<file path="config.mk">
export PLATFORM = sky130hd
export DESIGN_NAME = kb_ascii_ctrl
export DESIGN_NICKNAME = d
export VERILOG_FILES = /design/src/rtl/kb_ascii_ctrl_pkg.sv /design/src/rtl/kb_ascii_ctrl_key2ascii.sv /design/src/rtl/kb_ascii_ctrl.sv
export SDC_FILE = /design/constraint.sdc
export NUM_CORES = 1
export LEC_CHECK = 0
export BUFFER_PORTS_ARGS = -buffer_cell sky130_fd_sc_hd__buf_2
export CORE_MARGIN = 4
export CORE_UTILIZATION = 45
export DETAILED_ROUTE_END_ITERATION = 6
export PLACE_DENSITY = 0.76
export SLEW_MARGIN = 20
export SYNTH_ARGS = -nofsm -noshare
export SYNTH_HDL_FRONTEND = slang
export SYNTH_SLANG_ARGS = --single-unit
</file>
<file path="constraint.sdc">
create_clock -name clk -period 2.9 [get_ports clk]
set_input_delay 0.58 -clock clk [delete_from_list [all_inputs] [get_ports clk]]
set_output_delay 0.58 -clock clk [all_outputs]
set_load 0.005 [all_outputs]
</file>
<file path="src/rtl/kb_ascii_ctrl_pkg.sv">
// Shared PS/2 keyboard constants, FSM state encoding and default FIFO sizing
// for the scan-code to ASCII controller.
package kb_ascii_ctrl_pkg;

   localparam logic [7:0] BRK_CODE = 8'hF0;
   localparam logic [7:0] EXT_CODE = 8'hE0;
   localparam logic [7:0] LSHIFT   = 8'h12;
   localparam logic [7:0] RSHIFT   = 8'h59;
   localparam logic [7:0] CAPS     = 8'h58;

   localparam logic [7:0] UNKNOWN_CHAR = 8'h2A;

   localparam int DEF_W_SIZE = 2;

   typedef enum logic [1:0] {
      IDLE    = 2'd0,
      BRK     = 2'd1,
      EXT     = 2'd2,
      EXT_BRK = 2'd3
   } kb_state_t;

endpackage

</file>
<file path="src/rtl/kb_ascii_ctrl_key2ascii.sv">
// Combinational PS/2 set-2 scan code to ASCII table. Letters come out upper
// case; case folding is applied by the controller.
module kb_ascii_ctrl_key2ascii
   import kb_ascii_ctrl_pkg::*;
(
   input  logic [7:0] key_code,
   output logic [7:0] ascii_code
);

   always_comb begin
      ascii_code = UNKNOWN_CHAR;
      case (key_code)
         8'h45: ascii_code = 8'h30;
         8'h16: ascii_code = 8'h31;
         8'h1E: ascii_code = 8'h32;
         8'h26: ascii_code = 8'h33;
         8'h25: ascii_code = 8'h34;
         8'h2E: ascii_code = 8'h35;
         8'h36: ascii_code = 8'h36;
         8'h3D: ascii_code = 8'h37;
         8'h3E: ascii_code = 8'h38;
         8'h46: ascii_code = 8'h39;

         8'h1C: ascii_code = 8'h41;
         8'h32: ascii_code = 8'h42;
         8'h21: ascii_code = 8'h43;
         8'h23: ascii_code = 8'h44;
         8'h24: ascii_code = 8'h45;
         8'h2B: ascii_code = 8'h46;
         8'h34: ascii_code = 8'h47;
         8'h33: ascii_code = 8'h48;
         8'h43: ascii_code = 8'h49;
         8'h3B: ascii_code = 8'h4A;
         8'h42: ascii_code = 8'h4B;
         8'h4B: ascii_code = 8'h4C;
         8'h3A: ascii_code = 8'h4D;
         8'h31: ascii_code = 8'h4E;
         8'h44: ascii_code = 8'h4F;
         8'h4D: ascii_code = 8'h50;
         8'h15: ascii_code = 8'h51;
         8'h2D: ascii_code = 8'h52;
         8'h1B: ascii_code = 8'h53;
         8'h2C: ascii_code = 8'h54;
         8'h3C: ascii_code = 8'h55;
         8'h2A: ascii_code = 8'h56;
         8'h1D: ascii_code = 8'h57;
         8'h22: ascii_code = 8'h58;
         8'h35: ascii_code = 8'h59;
         8'h1A: ascii_code = 8'h5A;

         // Punctuation and control keys, unshifted meaning only
         8'h0E: ascii_code = 8'h60;
         8'h4E: ascii_code = 8'h2D;
         8'h55: ascii_code = 8'h3D;
         8'h54: ascii_code = 8'h5B;
         8'h5B: ascii_code = 8'h5D;
         8'h5D: ascii_code = 8'h5C;
         8'h4C: ascii_code = 8'h3B;
         8'h52: ascii_code = 8'h27;
         8'h41: ascii_code = 8'h2C;
         8'h49: ascii_code = 8'h2E;
         8'h4A: ascii_code = 8'h2F;
         8'h29: ascii_code = 8'h20;
         8'h5A: ascii_code = 8'h0D;
         8'h66: ascii_code = 8'h08;
         default: ascii_code = UNKNOWN_CHAR;
      endcase
   end

endmodule

</file>
<file path="src/rtl/kb_ascii_ctrl.sv">
// PS/2 scan-code decoder: tracks break/extended prefixes, shift and caps-lock,
// translates make codes to ASCII and queues them in a small register-file FIFO.
module kb_ascii_ctrl
   import kb_ascii_ctrl_pkg::*;
#(
   parameter int W_SIZE = DEF_W_SIZE
) (
   input  logic       clk,
   input  logic       reset,
   input  logic       rx_done_tick,
   input  logic [7:0] rx_data,
   input  logic       rd_ascii,
   output logic [7:0] ascii_data,
   output logic       ascii_empty,
   output logic       ascii_full,
   output logic       caps_led,
   output logic       overflow_tick
);

   localparam int              DEPTH   = 2**W_SIZE;
   localparam logic [W_SIZE-1:0] PTR_ONE = {{(W_SIZE-1){1'b0}}, 1'b1};

   kb_state_t         state;
   logic              lshift;
   logic              rshift;
   logic              caps;

   logic [7:0]        key_ascii;
   logic [7:0]        char_in;
   logic              enq;

   logic [7:0]        mem [DEPTH];
   logic [W_SIZE-1:0] wr_ptr;
   logic [W_SIZE-1:0] rd_ptr;
   logic              empty_reg;
   logic              full_reg;
   logic              ovf_reg;
   logic              wr_en;
   logic              rd_en;

   function automatic logic [7:0] apply_case(input logic [7:0] c, input logic upper);
      if ((c >= 8'h41) && (c <= 8'h5A) && !upper)
         return c | 8'h20;
      return c;
   endfunction

   kb_ascii_ctrl_key2ascii key2ascii_unit (
      .key_code   (rx_data),
      .ascii_code (key_ascii)
   );

   assign char_in = apply_case(key_ascii, (lshift | rshift) ^ caps);

   // Only plain make codes seen from IDLE produce a character
   always_comb begin
      enq = 1'b0;
      if (rx_done_tick && (state == IDLE)) begin
         enq = (rx_data != BRK_CODE) && (rx_data != EXT_CODE) &&
               (rx_data != LSHIFT)   && (rx_data != RSHIFT)   &&
               (rx_data != CAPS);
      end
   end

   // A read frees a slot on the same edge, so a full FIFO still accepts a write then
   assign wr_en = enq && (!full_reg || rd_ascii) && !reset;
   assign rd_en = rd_ascii && !empty_reg && !reset;

   always_ff @(posedge clk) begin
      if (reset) begin
         state  <= IDLE;
         lshift <= 1'b0;
         rshift <= 1'b0;
         caps   <= 1'b0;
      end else if (rx_done_tick) begin
         case (state)
            IDLE: begin
               case (rx_data)
                  BRK_CODE: state  <= BRK;
                  EXT_CODE: state  <= EXT;
                  LSHIFT:   lshift <= 1'b1;
                  RSHIFT:   rshift <= 1'b1;
                  CAPS:     caps   <= ~caps;
                  default:  state  <= IDLE;
               endcase
            end
            BRK: begin
               if (rx_data == LSHIFT)
                  lshift <= 1'b0;
               if (rx_data == RSHIFT)
                  rshift <= 1'b0;
               state <= IDLE;
            end
            EXT: begin
               state <= (rx_data == BRK_CODE) ? EXT_BRK : IDLE;
            end
            EXT_BRK: begin
               state <= IDLE;
            end
            default: state <= IDLE;
         endcase
      end
   end

   always_ff @(posedge clk) begin
      if (reset) begin
         wr_ptr    <= '0;
         rd_ptr    <= '0;
         empty_reg <= 1'b1;
         full_reg  <= 1'b0;
         ovf_reg   <= 1'b0;
      end else begin
         ovf_reg <= enq && full_reg && !rd_ascii;
         if (wr_en)
            wr_ptr <= wr_ptr + PTR_ONE;
         if (rd_en)
            rd_ptr <= rd_ptr + PTR_ONE;
         case ({wr_en, rd_en})
            2'b10: begin
               empty_reg <= 1'b0;
               full_reg  <= ((wr_ptr + PTR_ONE) == rd_ptr);
            end
            2'b01: begin
               full_reg  <= 1'b0;
               empty_reg <= ((rd_ptr + PTR_ONE) == wr_ptr);
            end
            default: begin
               empty_reg <= empty_reg;
               full_reg  <= full_reg;
            end
         endcase
      end
   end

   always_ff @(posedge clk) begin
      if (wr_en)
         mem[wr_ptr] <= char_in;
   end

   assign ascii_data    = mem[rd_ptr];
   assign ascii_empty   = empty_reg;
   assign ascii_full    = full_reg;
   assign caps_led      = caps;
   assign overflow_tick = ovf_reg;

endmodule

</file>
==> results.md, run 1 <==
Die:
- The I/O pin count is 24.
- The core region is approximately 6000 um^2.
- The floorplan step defined a die boundary enclosing ~7400 um^2.
- The die is 86.1 um wide.
- After floorplanning, the core was divided into 28 placement rows.
- The starting density of the core is 0.463.
- The die is approximately 86 um tall.

Routing:
- In this run the remaining antenna-violating nets after routing total 0.
- The first routing iteration left between 60 and 70 violations.
- Dividing the detail-routed via count by the number of cells gives approximately 5.6.
- The aggregate routed wire length is around 6300 um.
- The final routed wire length divided by cell count is about 15 um.
- The total number of vias is about 2300.
- The post-route DRC violation count is 0.
- The number of detailed-routing iterations run before antenna repair is 4.

Placed design:
- At the end of routability-driven placement, the weighted congestion stood at between 0.9 and 1.
- The final HPWL from detailed placement is roughly 5000 um.
- The count of input and output buffers is 22.
- The worst-case setup slack after placement is -0.133 ns.
- The placed instance area is approximately 3200 um^2.

Layout:
- The post-route cell area is 3290 um^2.
- From synthesis to final layout, the design area changed by 19.9%.
- The number of diodes added for antenna fixing is 0.
- The share of post-route cells with drive strength above 1 is 0.278.
- The filler cells instantiated in the layout total about 520.
- The final-stage net count is approximately 360.

Worst setup path:
- Data on the critical path arrives at its endpoint at 2.77 ns.
- The startpoint type of the worst setup path is a primary input.
- The category of the most critical setup path is primary input to flip-flop.
- The worst setup path is captured at a flip-flop.
- Of all nets on the critical path, the largest fanout is 6.
- The required time reported for the critical path endpoint is ~2.9 ns.

Logic synthesis:
- A synthesized cell averages 10.0 um^2.
- The cell area after synthesis is ~2700 um^2.
- The library cell occupying the most area in the post-synthesis netlist is edfxtp_1.
- The count of mapped cells out of synthesis is around 270.
- The synthesized netlist net count is approximately 300.
- The number of synthesized flops with an enable pin is 28.
- The dominant register cell in the synthesized netlist is edfxtp_1.
- The number of different library cells in the post-synthesis netlist is just under 60.
- Yosys instantiated no cell more often than edfxtp_1.
- The number of warnings printed during yosys synthesis is 0.
- The share of synthesized area in the top cell type comes to 0.306.
- In the synthesized netlist the async set-or-reset flop fraction comes to 0.
- The share of synthesized area occupied by flip-flops and latches is 0.409.
- Ranked by total cell area, the synthesized netlist is headed by edfxtp_1, dfxtp_1, ha_1.
- The number of flip-flops and latches in the synthesized netlist is 42.
- In the synthesized netlist, the cells that appear most often are edfxtp_1, nor2_1, a21oi_1, nand2_1, dfxtp_1.

Clock tree:
- The H-tree depth is 2.
- Clock latency on the worst-skew pair, taken at its later pin, is 0.28 ns.
- TritonCTS built the clock tree.
- The cell at the root of the clock tree is clkbuf_8.
- Counting the buffers created by CTS gives 5.
- The worst-case clock buffer depth is 2.
- Clock-pin slew was measured on the worst setup and hold paths at approximately 0.070 ns.
- The CTS sink count is 42.

GRT:
- The total global routing track utilization is 0.179.
- The number of global-route vias before repair is 2265.
- The pin count of the biggest net entering global routing is 21.
- The total congestion overflow after global routing is 0.
- The first global-routing pass estimated about 11000 um of wire.
- The number of antenna violations at the first check in global routing was 0.

Pwr:
- For this design the static power due to leakage is roughly 1.3 nW.
- Summing internal, switching and leakage power gives between 0.001 and 0.0015 W.
- The largest voltage drop on the vdd net is 0.295 mV.
- Dividing total power by cell area gives a power density of 412 nW/um^2.

STA:
- After routing, the total negative slack on setup checks comes to 0 ns.
- Counting I/O delays and the setup requirement, the final critical path takes ~2.8 ns.
- Setup repair after global routing left no endpoint under its margin.
- The number of hold violations in the final report was 0.
- Between clock sinks in the finished design, the worst skew comes to between 0.008 and 0.009 ns.
- The share of the cycle needed by the critical path after routing is 0.951.
- The worst-case setup margin in the final layout is about 0.14 ns.
- The max-slew violation count was 0.
- The highest clock frequency the design can meet is 0.363 GHz.
- On the final layout, the worst hold slack is roughly 0.48 ns.
- The count of final setup violators is 0.

Min path:
- The path type of the worst min-delay path is flip-flop to flip-flop.

Flow run:
- The max capacitance violation total is 0.

Outcome:
- The flow ran to the end, and the final reports show no timing, DRC or antenna violations.
[flip-flops by register name (all words and copies together) (netlist names), named ones only]
register / flops
mem: 28
rd_ptr: 2
state: 2
wr_ptr: 2
ascii_empty: 1
ascii_full: 1
caps_led: 1
lshift: 1
overflow_tick: 1
rshift: 1
[final timing paths]
| path | startpoint | cells after the start | to | slack, ns |
|---|---|---|---|---|
| min reg2reg | state[1] | 2 | state[1] | 0.48 |
| max | rx_data[1] | 10 | mem[1][5] | 0.14 |
| min | state[1] | 2 | state[1] | 0.48 |
| max reg2reg | state[1] | 9 | ascii_full | 1.04 |
[worst max-delay path: stages]
cell and delay [ns]:
buf_2 0.12, buf_4 0.13, ha_1 0.23, nor2b_1 0.19
nor3_1 0.19, o32ai_1 0.16, a211oi_1 0.32, nand2b_1 0.08
or4_1 0.41, a311o_1 0.37
[stage by stage]
stage | cells | utilization
final | 406 | 0.556
after CTS | 406 | 0.556
after detailed placement | 398 | 0.538
after global placement | 398 | 0.538
after global routing | 406 | 0.556
after floorplan | 274 | -
[cell families after synthesis]
family / count (synthesis) / share of synthesized area
XOR/XNOR: 7 / 0.0223
AND/OR/NAND/NOR: 94 / 0.187
flip-flops: 42 / 0.409
adder cells (fa/ha/maj): 13 / 0.0593
buffers and inverters: 29 / 0.0538
multiplexers: 11 / 0.0734
AO/OA/AOI/OAI: 77 / 0.195
other: 1 / 0.00137
[layout by cell type, fill, tap and decap left out, drive strengths merged, types with 2 or more instances in the layout]
master / instances
o31ai: 5
mux4: 7
dfxtp: 14
nand4b: 2
o211ai: 4
clkbuf: 7
buf: 66
o32ai: 4
xor2: 4
nor3b: 3
mux2i: 4
a31oi: 2
or3: 2
o21ai: 14
nor2: 22
o211a: 2
nand4: 2
a21oi: 23
nand2b: 12
a311oi: 3
ha: 13
a211oi: 6
o221ai: 2
inv: 12
and2: 7
nand2: 19
nor2b: 11
a31o: 2
nor3: 5
o311ai: 3
edfxtp: 28
nand3: 4
a221oi: 2
xnor2: 3
[routing by layer]
metal  track usage  vias up  routed length, um
met2         0.332       74               3290
met1         0.211     1061               2640
li1              -     1133                  -
met3        0.0317        4                268
met5             0        -                  0
met4        0.0475        0                 63
[area by class of cell]
cell class | count | area, um^2 | area share
Timing Repair Buffer | 66 | 453 | 0.138
Sequential cell | 42 | 1120 | 0.341
Clock inverter | 1 | 3.75 | 0.00114
Clock buffer | 7 | 97.6 | 0.0297
Tap cell | 75 | 93.8 | 0.0285
Inverter | 12 | 45.0 | 0.0137
Multi-Input combinational cell | 203 | 1480 | 0.449
[power by group]
group	leakage (nW)	internal (W)	switching (W)
logic	0.843	0.000135	0.000156
clock network	0.0510	0.000219	0.000174
registers	0.368	0.000660	0.0000118
[repair_timing]
action,in CTS,in global routing
setup endpoints to repair,0,1
setup buffers,0,0
hold buffers,0,0
resized for setup,0,1
(Power assumes the default switching activity.)
==> inputs of run 2 (changes only) <==
--- a/config.mk
+++ b/config.mk
@@ -6,6 +6,7 @@
 export NUM_CORES = 1
 export LEC_CHECK = 0
 export BUFFER_PORTS_ARGS = -buffer_cell sky130_fd_sc_hd__buf_2
+export CORE_ASPECT_RATIO = 1.2
 export CORE_MARGIN = 4
 export CORE_UTILIZATION = 45
 export DETAILED_ROUTE_END_ITERATION = 6
==> run 2 against run 1 <==
  * Fmax rose by 1.1%
  * Sequential share of layout area is 0.12 points lower
  * Final cell count is 1.7% higher
  * Worst hold slack better by 0.0060 ns
  * Register-to-register slack about the same
  * Critical path depth unchanged
  * Sequential power hardly changed
  * Total power shrank 2.4%
  * Die area about the same
  * Setup slack better by 0.029 ns
  * Combinational power shrank 1%
==> results.md, run 2 (synthesized netlist as in run 1, its figures left out) <==
Layout:
- The number of fillers in the final layout was 530 (+1.7%).
- The number of flip-flops under the largest register name is 28 (unchanged).
- More flip-flops sit in one register than any other, and that register is mem.
- The synthesis-to-finish area growth is 20.3%.
- The post-route cell area is 3300 um^2 (+0.34%).
- The share of post-route cells with drive strength above 1 is 0.285 (+0.00734).
- The library cell used most frequently in the layout, excluding fill and tap cells, is buf_4.
- The number of diodes added for antenna fixing is 0 (unchanged).
- The final-stage net count is 357 (+0.56%).
- In the layout the commonest cells are buf_4, edfxtp_1, buf_2, nor2_1.

Worst setup path:
- The critical path goes through buf_2 -> inv_1 -> ha_1 -> a21oi_2 -> a311oi_2 -> a211oi_1 -> a21oi_2 -> a22oi_1 -> or4_1 -> a311o_1.
- The peak per-stage delay on the critical path is 0.53 ns (+0.12 ns).
- The most common cell type on the critical path is a21oi_2.
- The required time reported for the critical path endpoint is 2.91 ns (about the same).
- The largest individual stage delay along the critical path comes from the cell or4_1.
- The startpoint of the most critical register-to-register path is state[1].
- The arrival time at the worst endpoint came to 2.74 ns (-0.03 ns).
- The length in cells of the worst reg-to-reg path came to 9 (unchanged).
- The endpoint type of the worst setup path is a flip-flop.
- The reg2reg setup slack was 1.03 ns (about the same).
- The worst path buffer plus inverter count is 2 (unchanged).
- The worst setup path is of the primary input to flip-flop kind.
- The worst setup path is launched from a primary input.
- The endpoint identified for the worst register-to-register timing path is ascii_full.
- The highest net fanout along the worst path was 4 (-2).
- The cell family with the largest share of critical-path delay is compound AO/OA/AOI/OAI gates.

Clock tree:
- The total clock buffers created by CTS is 5 (unchanged).
- TritonCTS built the clock tree.
- The cell at the root of the clock tree is clkbuf_8.
- The hold buffer count at cts was 0 (unchanged).
- The CTS sink count is 42 (unchanged).
- The clock transition time at the flip-flop clock pins of the worst setup and hold paths was 0.07 ns (about the same).
- The setup fix buffers added after clock tree synthesis is 0 (unchanged).
- The worst-case clock buffer depth is 2 (unchanged).
- The clock insertion delay at the later pin of the skew report came to 0.28 ns (about the same).
- The H-tree depth is 2 (unchanged).

Pwr:
- The total leakage power is 1.27 nW (+0.50%).
- The ratio of total power to cell area is 401 nW/um^2 (-2.7%).
- The largest voltage drop on the vdd net is 0.219 mV (-26%).
- The total power came to 0.00132 W (-2.4%).

Die:
- The height of the die was 93.5 um (+8.7%).
- The I/O pin count is 24 (unchanged).
- The die outline width was 79.3 um (-7.9%).
- The starting density of the core is 0.475 (+0.0112).
- The number of cell rows came to 30 (+7.1%).
- The total core area is 5780 um^2 (-2.4%).
- The area of the die is 7420 um^2 (about the same).

STA:
- The worst-case setup margin in the final layout was 0.171 ns (+0.0291 ns).
- The max-slew violation count was 0 (unchanged).
- The share of the cycle needed by the critical path after routing is 0.941 (-0.0100).
- The final critical-path required period was 2.73 ns (-0.0291 ns).
- The count of final setup violators is 0 (unchanged).
- Setup repair after global routing left no endpoint under its margin.
- The highest clock frequency the design can meet is 0.366 GHz (+1.1%).
- The setup TNS is 0 ns (unchanged).
- The maximum clock skew at final layout is 0.00809 ns (-0.000198 ns).
- The number of hold violations in the final report came to 0 (unchanged).

Routing:
- The post-route DRC violation count is 0 (unchanged).
- The aggregate routed wire length is 6180 um (-1.3%).
- The per-cell via count in the routed design is 5.67 (+1.2%).
- The total number of vias was 2340 (+3.0%).
- The number of nets with antenna violations after routing is 0 (unchanged).
- The final routed wire length divided by cell count is 15.0 um (-3.0%).
- The initial detailed-routing violation count is 112 (+81%).
- The number of detailed-routing iterations run before antenna repair is 4 (unchanged).

Placed design:
- The routability congestion estimate from global placement came to 0.917 (-4.8%).
- The final HPWL from detailed placement was 4940 um (+0.35%).
- The count of input and output buffers was 22 (unchanged).
- The worst-case setup slack after placement is -0.106 ns (+0.0272 ns).
- The placed instance area is 3210 um^2 (+0.67%).

Min path:
- The worst hold path depth came to 2 (unchanged).
- The startpoint identified for the worst hold timing path is state[1].
- The worst hold path terminates at state[1].
- The tightest min-delay check is of the flip-flop to flip-flop type.

GRT:
- The total congestion overflow after global routing is 0 (unchanged).
- The total global routing track utilization was 0.176 (-0.00358).
- The pin count of the biggest net entering global routing is 24 (+14%).
- The global-route wire length before repair came to 10400 um (-2.9%).
- The number of global-route vias before repair is 2219 (-2.0%).
- The number of antenna violations at the first check in global routing is 0 (unchanged).

Outcome:
- The flow ran to the end, and the final reports show no timing, DRC or antenna violations.

Flow run:
- The max capacitance violation total was 0 (unchanged).
-- run 2: stage by stage --
stage | utilization | instances | hold WS, ns
floorplan | - | 274 | 0.448
global placement | 0.555 | 405 | 0.463
detailed placement | 0.555 | 405 | 0.481
CTS | 0.571 | 413 | 0.492
global route | 0.571 | 413 | 0.517
finish | 0.571 | 413 | 0.485
-- run 2: final cells by class --
cell class,count,area (um^2),share of cell area
multi-input cells,203,1480,0.448
flip-flops and latches,42,1120,0.340
repair buffers,68,468,0.142
well taps,80,100,0.0303
clock buffers,8,90.1,0.0273
inverters,12,45.0,0.0136
-- run 2: worst max-delay path by stage --
stage / startpoint / end / slack, ns / cells after the start
after CTS: rx_data[1] / mem[3][5] / 0.19 / 10
after global placement: rx_data[1] / mem[0][5] / -0.07 / 10
final: rx_data[1] / mem[3][5] / 0.17 / 10
after detailed placement: rx_data[1] / mem[3][5] / -0.11 / 10
after global routing: rx_data[1] / mem[3][5] / 0.01 / 11
after floorplan: rx_data[1] / mem[0][5] / 0.10 / 10
-- run 2: power by group --
part	internal (W)	switching (W)	total, W
registers	0.000660	0.0000119	0.000672
logic	0.000135	0.000152	0.000287
clock network	0.000194	0.000172	0.000366
total	0.000989	0.000336	0.00132
-- run 2: timing repair --
action	4_1_cts	5_1_grt
endpoints found under the setup margin	0	2
gates resized for setup	0	1
hold endpoints to repair	0	0
-- run 2: layer usage --
| metal | track usage | vias up | part of all wire | routed length [um] |
|---|---|---|---|---|
| met1 | 0.211 | 1118 | 0.40 | 2490 |
| met4 | 0.0487 | 0 | 0.018 | 110 |
| li1 | - | 1134 | - | - |
| met5 | 0 | - | 0 | 0 |
| met2 | 0.323 | 79 | 0.54 | 3310 |
| met3 | 0.0260 | 9 | 0.044 | 272 |
-- run 2: worst reg2reg max path: cells and delay by family, from the launching register on --
| kind | cells | cell delay (ns) |
|---|---|---|
| buffers and inverters | 1 | 0.07 |
| adder cells (fa/ha/maj) | 1 | 0.30 |
| flip-flops | 1 | 0.33 |
| AO/OA/AOI/OAI | 2 | 0.38 |
| AND/OR/NAND/NOR | 5 | 0.73 |
